--- src/rtl/uop_buf_if.sv ---
// Handshake bundle between the uop buffer controller and its decoder/fetch neighbours.
// Optional almost_full flag is present only when UOP_BUF_ALMOST_FULL_EN is defined.
interface uop_buf_if #(
  parameter int UOP_BUF_SIZE = 8
);
  localparam int AW = $clog2(UOP_BUF_SIZE);

  logic          wr_valid;
  logic          wr_ready;
  logic          buf_wr_en;
  logic [AW-1:0] buf_wr_addr;
  logic          rd_valid;
  logic          rd_ready;
  logic [AW-1:0] rd_addr;
  logic [AW:0]   occupancy;
`ifdef UOP_BUF_ALMOST_FULL_EN
  logic          almost_full;
`endif

  // master: decoder/fetch side; slave: the buffer controller
  modport master (
    output wr_valid,
    output rd_ready,
    input  wr_ready,
    input  buf_wr_en,
    input  buf_wr_addr,
    input  rd_valid,
    input  rd_addr,
`ifdef UOP_BUF_ALMOST_FULL_EN
    input  almost_full,
`endif
    input  occupancy
  );

  modport slave (
    input  wr_valid,
    input  rd_ready,
    output wr_ready,
    output buf_wr_en,
    output buf_wr_addr,
    output rd_valid,
    output rd_addr,
`ifdef UOP_BUF_ALMOST_FULL_EN
    output almost_full,
`endif
    output occupancy
  );
endinterface

--- src/rtl/uop_buf_ctrl.sv ---
// Pointer/occupancy controller for the circular uop buffer between decode and uop fetch.
// Define UOP_BUF_ALMOST_FULL_EN to add the registered almost_full flag.
module uop_buf_ctrl #(
  parameter int UOP_BUF_SIZE = 8
) (
  input  logic     clk,
  input  logic     reset,
  input  logic     clear,
  uop_buf_if.slave bus
);
  localparam int AW = $clog2(UOP_BUF_SIZE);
  localparam int CW = AW + 1;

  if (UOP_BUF_SIZE < 4 || (UOP_BUF_SIZE & (UOP_BUF_SIZE - 1)) != 0) begin : g_bad_size
    $error("uop_buf_ctrl: UOP_BUF_SIZE must be a power of two >= 4");
  end

  logic [AW-1:0] wr_ptr;
  logic [AW-1:0] rd_ptr;
  logic [CW-1:0] occ;
  logic [CW-1:0] occ_nxt;
  logic          wr_acc;
  logic          rd_acc;

  // Both handshake readies come from registered occupancy only
  assign bus.wr_ready    = (occ != CW'(UOP_BUF_SIZE));
  assign bus.rd_valid    = (occ != '0);
  assign bus.buf_wr_addr = wr_ptr;
  assign bus.rd_addr     = rd_ptr;
  assign bus.occupancy   = occ;

  assign wr_acc        = bus.wr_valid && bus.wr_ready && !clear;
  assign rd_acc        = bus.rd_valid && bus.rd_ready && !clear;
  assign bus.buf_wr_en = wr_acc;

  always_comb begin
    occ_nxt = occ;
    case ({wr_acc, rd_acc})
      2'b10:   occ_nxt = occ + CW'(1);
      2'b01:   occ_nxt = occ - CW'(1);
      default: occ_nxt = occ;
    endcase
  end

  // Power-of-two size lets the pointers wrap by natural overflow
  always_ff @(posedge clk) begin
    if (reset || clear) begin
      wr_ptr <= '0;
      rd_ptr <= '0;
      occ    <= '0;
    end else begin
      if (wr_acc) wr_ptr <= wr_ptr + AW'(1);
      if (rd_acc) rd_ptr <= rd_ptr + AW'(1);
      occ <= occ_nxt;
    end
  end

`ifdef UOP_BUF_ALMOST_FULL_EN
  always_ff @(posedge clk) begin
    if (reset || clear) begin
      bus.almost_full <= 1'b0;
    end else begin
      bus.almost_full <= (occ_nxt >= CW'(UOP_BUF_SIZE - 2));
    end
  end
`endif

endmodule

--- src/flat_wrapper.sv ---
// flat-port wrapper written by rule: the top's interface ports become plain ports
module uop_buf_ctrl_flat 
#(
  parameter int UOP_BUF_SIZE = 8
)
  (clk, reset, clear, bus_wr_valid, bus_rd_ready, bus_wr_ready, bus_buf_wr_en, bus_buf_wr_addr, bus_rd_valid, bus_rd_addr, bus_occupancy);
  uop_buf_if #(.UOP_BUF_SIZE(UOP_BUF_SIZE)) bus_i ();
  input  logic clk;
  input  logic reset;
  input  logic clear;
  input wire logic [$bits(bus_i.wr_valid)-1:0] bus_wr_valid;
  input wire logic [$bits(bus_i.rd_ready)-1:0] bus_rd_ready;
  output wire logic [$bits(bus_i.wr_ready)-1:0] bus_wr_ready;
  output wire logic [$bits(bus_i.buf_wr_en)-1:0] bus_buf_wr_en;
  output wire logic [$bits(bus_i.buf_wr_addr)-1:0] bus_buf_wr_addr;
  output wire logic [$bits(bus_i.rd_valid)-1:0] bus_rd_valid;
  output wire logic [$bits(bus_i.rd_addr)-1:0] bus_rd_addr;
  output wire logic [$bits(bus_i.occupancy)-1:0] bus_occupancy;
  assign bus_i.wr_valid = bus_wr_valid;
  assign bus_i.rd_ready = bus_rd_ready;
  assign bus_wr_ready = bus_i.wr_ready;
  assign bus_buf_wr_en = bus_i.buf_wr_en;
  assign bus_buf_wr_addr = bus_i.buf_wr_addr;
  assign bus_rd_valid = bus_i.rd_valid;
  assign bus_rd_addr = bus_i.rd_addr;
  assign bus_occupancy = bus_i.occupancy;
  uop_buf_ctrl #(.UOP_BUF_SIZE(UOP_BUF_SIZE)) u_core (.clk(clk), .reset(reset), .clear(clear), .bus(bus_i));
endmodule
--- config.mk ---
export PLATFORM = sky130hd
export DESIGN_NAME = uop_buf_ctrl_flat
export DESIGN_NICKNAME = d
export VERILOG_FILES = /design/src/rtl/uop_buf_if.sv /design/src/rtl/uop_buf_ctrl.sv /design/src/flat_wrapper.sv
export SDC_FILE = /design/constraint.sdc
export NUM_CORES = 1
export LEC_CHECK = 0
export ABC_AREA = 1
export CORE_UTILIZATION = 30
export CTS_CLUSTER_DIAMETER = 50
export CTS_CLUSTER_SIZE = 10
export DETAILED_ROUTE_END_ITERATION = 10
export SLEW_MARGIN = 10
export SYNTH_ARGS = -nofsm -noshare
export SYNTH_HDL_FRONTEND = slang
export SYNTH_SLANG_ARGS = --single-unit
--- constraint.sdc ---
create_clock -name clk -period 2.5 [get_ports clk]
set_input_delay 0.375 -clock clk [delete_from_list [all_inputs] [get_ports clk]]
set_output_delay 0.375 -clock clk [all_outputs]
set_load 0.1 [all_outputs]
==> run metrics, run 1 <==
status=complete, no violations; Hold Buf Count CTS=0; Comb pwr share=between 30% and 40%; CP Class=in2reg; CTS Root Cell=clkbuf_4; syn_nets=97; via count=563; Crit path required time=2670 ps; Switching Power=0.0001813 W; Reg2Reg Launch Point=u_core.bus.occupancy[2]; final-layout fill cell count=210; Die Ht=around 48 um; GP Congestion=0.7890; Sw Ratio=38.03%; worst r2r path cells=11; library cells used by synthesis=22; Post-Syn Instances=86; largest net degree at the start of global routing=7; drt wl/cell=9.398 um; worst rel slew slack=roughly three quarters; CP max-delay cell=clkdlybuf4s50_1; FF+latch count, synth=10; cts bufs inserted=3; crit path cell chain=clkdlybuf4s50_1 > inv_1 > nor2_1 > nand2_4 > ha_1 > ha_1 > or2_2 > nand3_1 > nand3_1 > nand2_1 > inv_1; gr usage total=12.00%; vias in the first global route=505; Leakage=0.4197 nW; Final Routed Wirelength=around 1300 um; Post-synth top cells=inv_1 (14), nand2_1 (14), nor2_1 (11); global route overflow=0; Worst Setup SP=bus_wr_valid; Arr. time, crit path=2310 ps; # setup viols final=0; CP Capture Type=flip-flop; DR iter-0 viols=5; Clock power frac=31.1%; Top Ports=18; fin crit period=between 2000 and 2500 ps; CTS tree=built; drt first pass iters=4; Yosys top cell area share=31.07%; Die Wd=48.35 um; ys flop type=dfxtp_1; Final Max Slew Viols=0; depth of the CTS H-tree=1; sequential group share of total power=35.9%; FMAX=0.4668 GHz; EDFF count, synth=0; max incr delay on CP=450 ps; Yosys top cell by area=dfxtp_1; worst vdd ir=247.2 uV; postcts setup bufs=0; Resized Gates After CTS=0; Clock Tree Buf Depth=2; cell count along the critical path=11; HP Class=reg2reg; setup tns final=0 ps; CP endpoint=u_core.bus.occupancy[3]; Worst-path clk slew=70 ps; P_int=a little under 0.0003 W; Seq/Total Area, Yosys=a little under a third; Worst R2R End=u_core.bus.occupancy[3]; WP buf/inv=3; Worst Tran Pin Value=roughly 400 ps; clk sinks=10; area grow syn2layout=35.92%; power per cell area=544.4 nW/um2; Cell Area, Synth=644.4 um2; post-route DRC violation count=0; final std cells w/o fill=133; CP Max Fanout=5; period utilisation layout=85.69%; RSZ-0062 raised after global routing=false; post-route ant nets=0; DP HPWL=1000 um; Max Cap Viol=0; first-pass GRT wire length=2125 um; Final Hold Vio Count=0; core area=1982 um2; ant diodes=0; Inst Count DP=129; Synth Area per Inst=7.493 um2; flop2flop setup slack=490 ps; Ys Warns=0; Synth async-reset ratio=0%; NumNets Final=118; synth top area cells=dfxtp_1 (31%), ha_1 (9.7%), inv_1 (8.2%), nand2_1 (8.2%), nor2_1 (6.4%); I/O Buffers=17; die area=2337 um2; Setup Skew=~2.8 ps; Initial Utilization=approximately a third; standard-cell rows=16; layout cells sized above 1=34.91%; Vias per Instance=between 4 and 5; Setup crit start kind=input port; CP top delay family=simple AND/OR/NAND/NOR gates; antenna violations before repair=0; worst-skew pair later-pin latency=260 ps
## metrics by stage
step                total power (W)  hold slack (ps)  setup WS, ps  util [%]  cell area, um2
finish                    0.0004768            491.2         357.8     44.19           875.8
global placement          0.0003317            478.2         129.1     42.36           839.6
global route              0.0005021            524.8         237.1     44.19           875.8
floorplan                 0.0003003            588.2         78.55         -           666.9
detailed placement        0.0003328            488.0         103.9     42.36           839.6
CTS                       0.0004841            498.3         386.7     44.19           875.8
## registers in the layout, summed over array words and instances (netlist names)
signal,count
u_core.bus.buf_wr_addr,3
u_core.bus.occupancy,4
u_core.bus.rd_addr,3
## cell type report
type	count	area, um2	share of cell area (%)
inverters	18	72.57	8.286
flip-flops and latches	10	207.7	23.71
multi-input cells	57	375.4	42.86
clock buffers	4	36.28	4.143
well taps	27	33.78	3.857
repair buffers	17	150.1	17.14
## cell usage in the layout, fill, tap and decap left out
master and instances:
buf_12 1, dfxtp_2 3, nand2_4 1, o21ai_1 5
or2_2 1, nand2_1 14, a21oi_1 2, nand3_4 2
nand2_2 2, fa_1 1, ha_1 5, nand3_1 4
xor2_1 1, inv_2 3, dfxtp_4 1, nor2_1 11
clkdlybuf4s50_1 4, nor2_4 1, o21ai_2 1, dfxtp_1 6
clkbuf_8 1, xnor2_1 1, inv_1 14, a21oi_2 4
buf_4 12, clkbuf_4 3, clkinv_4 1, or2_1 1
## tightest hold or removal path: stages, from the launching register on
cell and delay, ps:
dfxtp_1 330, nand2_1 70, a21oi_1 50
## how the worst min path moves through the flow
stage	from	endpoint	slack, ps	cells after the start
finish	u_core.bus.rd_addr[2]	u_core.bus.rd_addr[2]	490	2
global route	u_core.bus.buf_wr_addr[2]	u_core.bus.buf_wr_addr[2]	520	2
CTS	u_core.bus.rd_addr[2]	u_core.bus.rd_addr[2]	500	2
detailed placement	u_core.bus.rd_addr[2]	u_core.bus.rd_addr[2]	490	2
global placement	u_core.bus.rd_addr[2]	u_core.bus.rd_addr[2]	480	2
floorplan	clear	u_core.bus.rd_addr[2]	590	3
## routing by layer
layer  vias up  part of all wire (%)  wire length [um]  track usage, %
li1        306                     -                 -               -
met1       243                    51               635           14.09
met2        14                    44               554           18.54
met3         0                   4.7                59           3.459
met4         0                     0                 0           8.824
met5         -                     0                 0               0
## cells by family (layout without fill, tap and decap cells)
group	count (synthesis)	in the layout	synth area share (%)
AOI/OAI and AO/OA	12	12	12.23
xor gates and xnor gates	2	2	2.719
adders and majority gates	6	6	12.82
buffers and inverters	19	39	13.01
DFF	10	10	31.07
and+or+nand+nor	37	37	28.16
## power by group through the flow
stage          clock network [W]  registers [W]  logic (W)
2_1_floorplan                  0       0.000212  0.0000882
3_3_place_gp                   0       0.000175   0.000156
3_5_place_dp                   0       0.000175   0.000158
4_1_cts                 0.000155       0.000172   0.000158
5_1_grt                 0.000164       0.000172   0.000166
6_report                0.000148       0.000171   0.000157
Note: power is estimated with default switching activity, not from simulation.
==> run 2, diff against run 1 <==
CAP_MARGIN = 5   (was unset)
MAX_ROUTING_LAYER = met4   (was unset)
==> run metrics, run 2 (same netlist as run 1, synthesis figures left out) <==
status=complete, no violations; via count=around 560; Setup Skew=2.807 ps; final-layout fill cell count=210; clk sinks=10; global route overflow=0; GP Congestion=0.8001; FMAX=between 0.4 and 0.5 GHz; Worst Tran Pin Value=395.7 ps; max FFs per register=4; vias in the first global route=504; ant diodes=0; Crit path required time=2670 ps; first-pass GRT wire length=roughly 2100 um; Final Hold Vio Count=0; depth of the CTS H-tree=1; worst-skew pair later-pin latency=260 ps; Clock Tree Buf Depth=2; standard-cell rows=16; drt wl/cell=around 9.4 um; Inst Count DP=129; crit path cell chain=clkdlybuf4s50_1 > inv_1 > nor2_1 > nand2_4 > ha_1 > ha_1 > or2_2 > nand3_1 > nand3_1 > nand2_1 > inv_1; Resized Gates After CTS=0; CP max-delay cell=clkdlybuf4s50_1; Leakage=around 0.42 nW; worst rel slew slack=73.62%; Top Ports=18; setup tns final=0 ps; CTS tree=built; CTS Root Cell=clkbuf_4; largest net degree at the start of global routing=7; most frequent cells in the layout=inv_1 (14), nand2_1 (14), buf_4 (12); cts bufs inserted=3; Die Ht=48.35 um; RSZ-0062 raised after global routing=false; period utilisation layout=85.68%; postcts setup bufs=0; max incr delay on CP=450 ps; power per cell area=544.4 nW/um2; I/O Buffers=17; CP Capture Type=flip-flop; area of the multi-input gates=about 380 um2; Setup crit start kind=input port; post-route ant nets=0; worst vdd ir=~250 uV; Die Wd=48.35 um; Final Max Slew Viols=0; # setup viols final=0; Register Area=207.7 um2; Hold Buf Count CTS=0; CP top delay family=simple AND/OR/NAND/NOR gates; DP HPWL=1000 um; HP Class=reg2reg; fin crit period=2142 ps; Initial Utilization=between 30% and 40%; CP Class=in2reg; antenna violations before repair=0; final std cells w/o fill=133; core area=1982 um2; Max Cap Viol=0; Final Routed Wirelength=1246 um; Arr. time, crit path=2310 ps; worst hold margin=491.2 ps; drt first pass iters=4; DR iter-0 viols=4; layout cells sized above 1=a little over a third; Vias per Instance=4.233; Worst-path clk slew=70 ps; CP Max Fanout=5; WP buf/inv=3; gr usage total=12.35%; post-route DRC violation count=0; area grow syn2layout=35.92%; NumNets Final=118; die area=approximately 2300 um2
==> run 2: layout make-up <==
type	instances	area share [%]
Multi-Input combinational cell	57	42.86
Inverter	18	8.286
Sequential cell	10	23.71
Timing Repair Buffer	17	17.14
Tap cell	27	3.857
Clock buffer	4	4.143
==> run 2: power by group <==
part | internal (W) | switching (W)
logic | 0.0000426 | 0.000114
clock network | 0.0000884 | 0.0000601
registers | 0.000165 | 0.00000686
==> run 2: routing by layer <==
metal	GRT usage, %	part of all wire, %	vias up
li1	-	-	306
met1	14.09	51	241
met2	18.54	43	14
met3	3.459	4.6	2
met4	8.824	1.5	0
met5	-	0	-
==> run 2: per-stage QoR <==
step                      setup slack [ps]  area [um2]  power (W)  util [%]
after floorplan                      78.55       666.9  0.0003003         -
after global placement               129.1       839.6  0.0003317     42.36
after detailed placement             103.9       839.6  0.0003328     42.36
after CTS                            386.7       875.8  0.0004841     44.19
after global routing                 237.1       875.8  0.0005021     44.19
final                                357.9       875.8  0.0004768     44.19
==> run 2: worst paths after layout <==
kind,from,end,slack [ps],depth (start not counted)
max,bus_wr_valid,u_core.bus.occupancy[3],360,11
min,u_core.bus.rd_addr[2],u_core.bus.rd_addr[2],490,2
max reg2reg,u_core.bus.occupancy[2],u_core.bus.occupancy[3],490,11
min reg2reg,u_core.bus.rd_addr[2],u_core.bus.rd_addr[2],490,2
==> run 2: worst register-to-register path, cell delays in order (launching register included) <==
cell and delay (ps):
dfxtp_4 350, inv_1 180, nand3_4 110, nand2_2 110, inv_2 50, ha_1 230
ha_1 310, or2_2 290, nand3_1 100, nand3_1 80, nand2_1 70, inv_1 40
==> run 3, diff against run 2 <==
REMOVE_ABC_BUFFERS = 1   (was unset)
==> run metrics, run 3 (same netlist as run 1, synthesis figures left out) <==
# setup viols final=0; Die Wd=48.35 um; Inst Count DP=130; DP HPWL=1044 um; NumNets Final=119; Switching Power=~0.00018 W; global route overflow=0; worst rel slew slack=74.29%; Initial Utilization=~33%; Worst Hold Depth=2; post-route DRC violation count=0; worst vdd ir=220.9 uV; Resized Gates After CTS=0; Worst Tran Pin Value=approximately 390 ps; Post-Layout Inst Area=860.8 um2; Sw Ratio=a little under two fifths; Final Hold Vio Count=0; CTS Root Cell=clkbuf_4; final std cells w/o fill=about 130; area of the multi-input gates=360.3 um2; status=complete, no violations; WP buf/inv=3; Max Cap Viol=0; HP Class=reg2reg; CP Class=in2reg; Final Routed Wirelength=1260 um; placed instance area=824.5 um2; I/O Buffers=17; GP Congestion=0.8198; Arr. time, crit path=2270 ps; cts bufs inserted=3; core area=just under 2000 um2; Die Ht=48.35 um; CP top delay family=simple AND/OR/NAND/NOR gates; cell count along the critical path=11; first-pass GRT wire length=around 2100 um; sequential group share of total power=35.9%; CP Capture Type=flip-flop; total power=0.0004766 W; Setup Skew=1.866 ps; max FFs per register=4; max incr delay on CP=around 460 ps; vias in the first global route=501; antenna violations before repair=0; CP max-delay cell=clkdlybuf4s50_1; RSZ-0062 raised after global routing=false; DR iter-0 viols=8; post-route ant nets=0; setup tns final=0 ps; most frequent cells in the layout=inv_1 (14), nand2_1 (14), buf_4 (13); area grow syn2layout=33.59%; drt first pass iters=3; layout cells sized above 1=31.78%; Register Area=roughly 200 um2; CP Max Fanout=4; fin crit period=2092 ps; worst-skew pair later-pin latency=270 ps; utilization after layout=43.43%; period utilisation layout=between 80% and 90%; Top Ports=18; Worst-path clk slew=70 ps; depth of the CTS H-tree=1; Hold Buf Count CTS=0; Final Max Slew Viols=0; postcts setup bufs=0; CTS tree=built; largest net degree at the start of global routing=7; Vias per Instance=between 4 and 5; power per cell area=553.6 nW/um2; Clock power frac=between 30% and 40%; Clock Tree Buf Depth=2; ant diodes=0; crit path cell chain=clkdlybuf4s50_1 > inv_1 > nor2_1 > nand2_4 > ha_1 > ha_1 > or2_2 > nand3_1 > nand3_1 > nand2_1 > inv_1; final-layout fill cell count=202; die area=approximately 2300 um2; worst r2r path cells=11; Setup crit start kind=input port; Leakage=0.4200 nW; Crit path required time=2680 ps; gr usage total=approximately an eighth; FMAX=0.4780 GHz; drt wl/cell=9.403 um; P_int=about 0.00029 W; standard-cell rows=16; via count=586; clk sinks=10; Comb pwr share=32.4%
## run 3: changes by cell type in the layout (fill, tap and decap cells not counted), sizes merged
cell	delta
buf	+1
## run 3: per-stage QoR
step / hold slack (ps) / setup WS, ps
after floorplan: 589.9 / -570.3
after global placement: 480.8 / 167.9
after detailed placement: 485.6 / 100.8
after CTS: 496.4 / 398.5
after global routing: 534.8 / 268.1
final: 491.4 / 408.1
## run 3: final timing paths
path | endpoint | slack (ps) | startpoint
max | u_core.bus.occupancy[3] | 410 | bus_wr_valid
min | u_core.bus.rd_addr[2] | 490 | u_core.bus.rd_addr[2]
max reg2reg | u_core.bus.occupancy[3] | 510 | u_core.bus.occupancy[1]
min reg2reg | u_core.bus.rd_addr[2] | 490 | u_core.bus.rd_addr[2]
## run 3: power by group through the flow
stage / clock, W / sequential, W / combinational, W
2_1_floorplan: 0 / 0.000211 / 0.0000828
3_3_place_gp: 0 / 0.000175 / 0.000155
3_5_place_dp: 0 / 0.000175 / 0.000156
4_1_cts: 0.000158 / 0.000171 / 0.000156
5_1_grt: 0.000164 / 0.000172 / 0.000164
6_report: 0.000151 / 0.000171 / 0.000155
## run 3: tightest hold or removal path, delay by kind of cell, from the launching register on
family | cells | cell delay (ps)
AND/OR/NAND/NOR | 1 | 70
AO/OA/AOI/OAI | 1 | 50
flip-flops | 1 | 330
## run 3: area by class of cell
type                    count  area share, %
inverters                  18          8.430
multi-input cells          57          41.86
clock buffers               4          4.215
flip-flops and latches     10          23.26
well taps                  27          3.924
repair buffers             18          18.31
## run 3: metal layers
layer	wire length [um]	share of wire [%]	track usage (%)	vias to the layer above
met3	51	4.0	2.830	3
met1	591	47	14.84	256
met5	0	0	-	-
met2	586	47	18.08	13
li1	-	-	-	314
met4	30	2.4	8.824	0
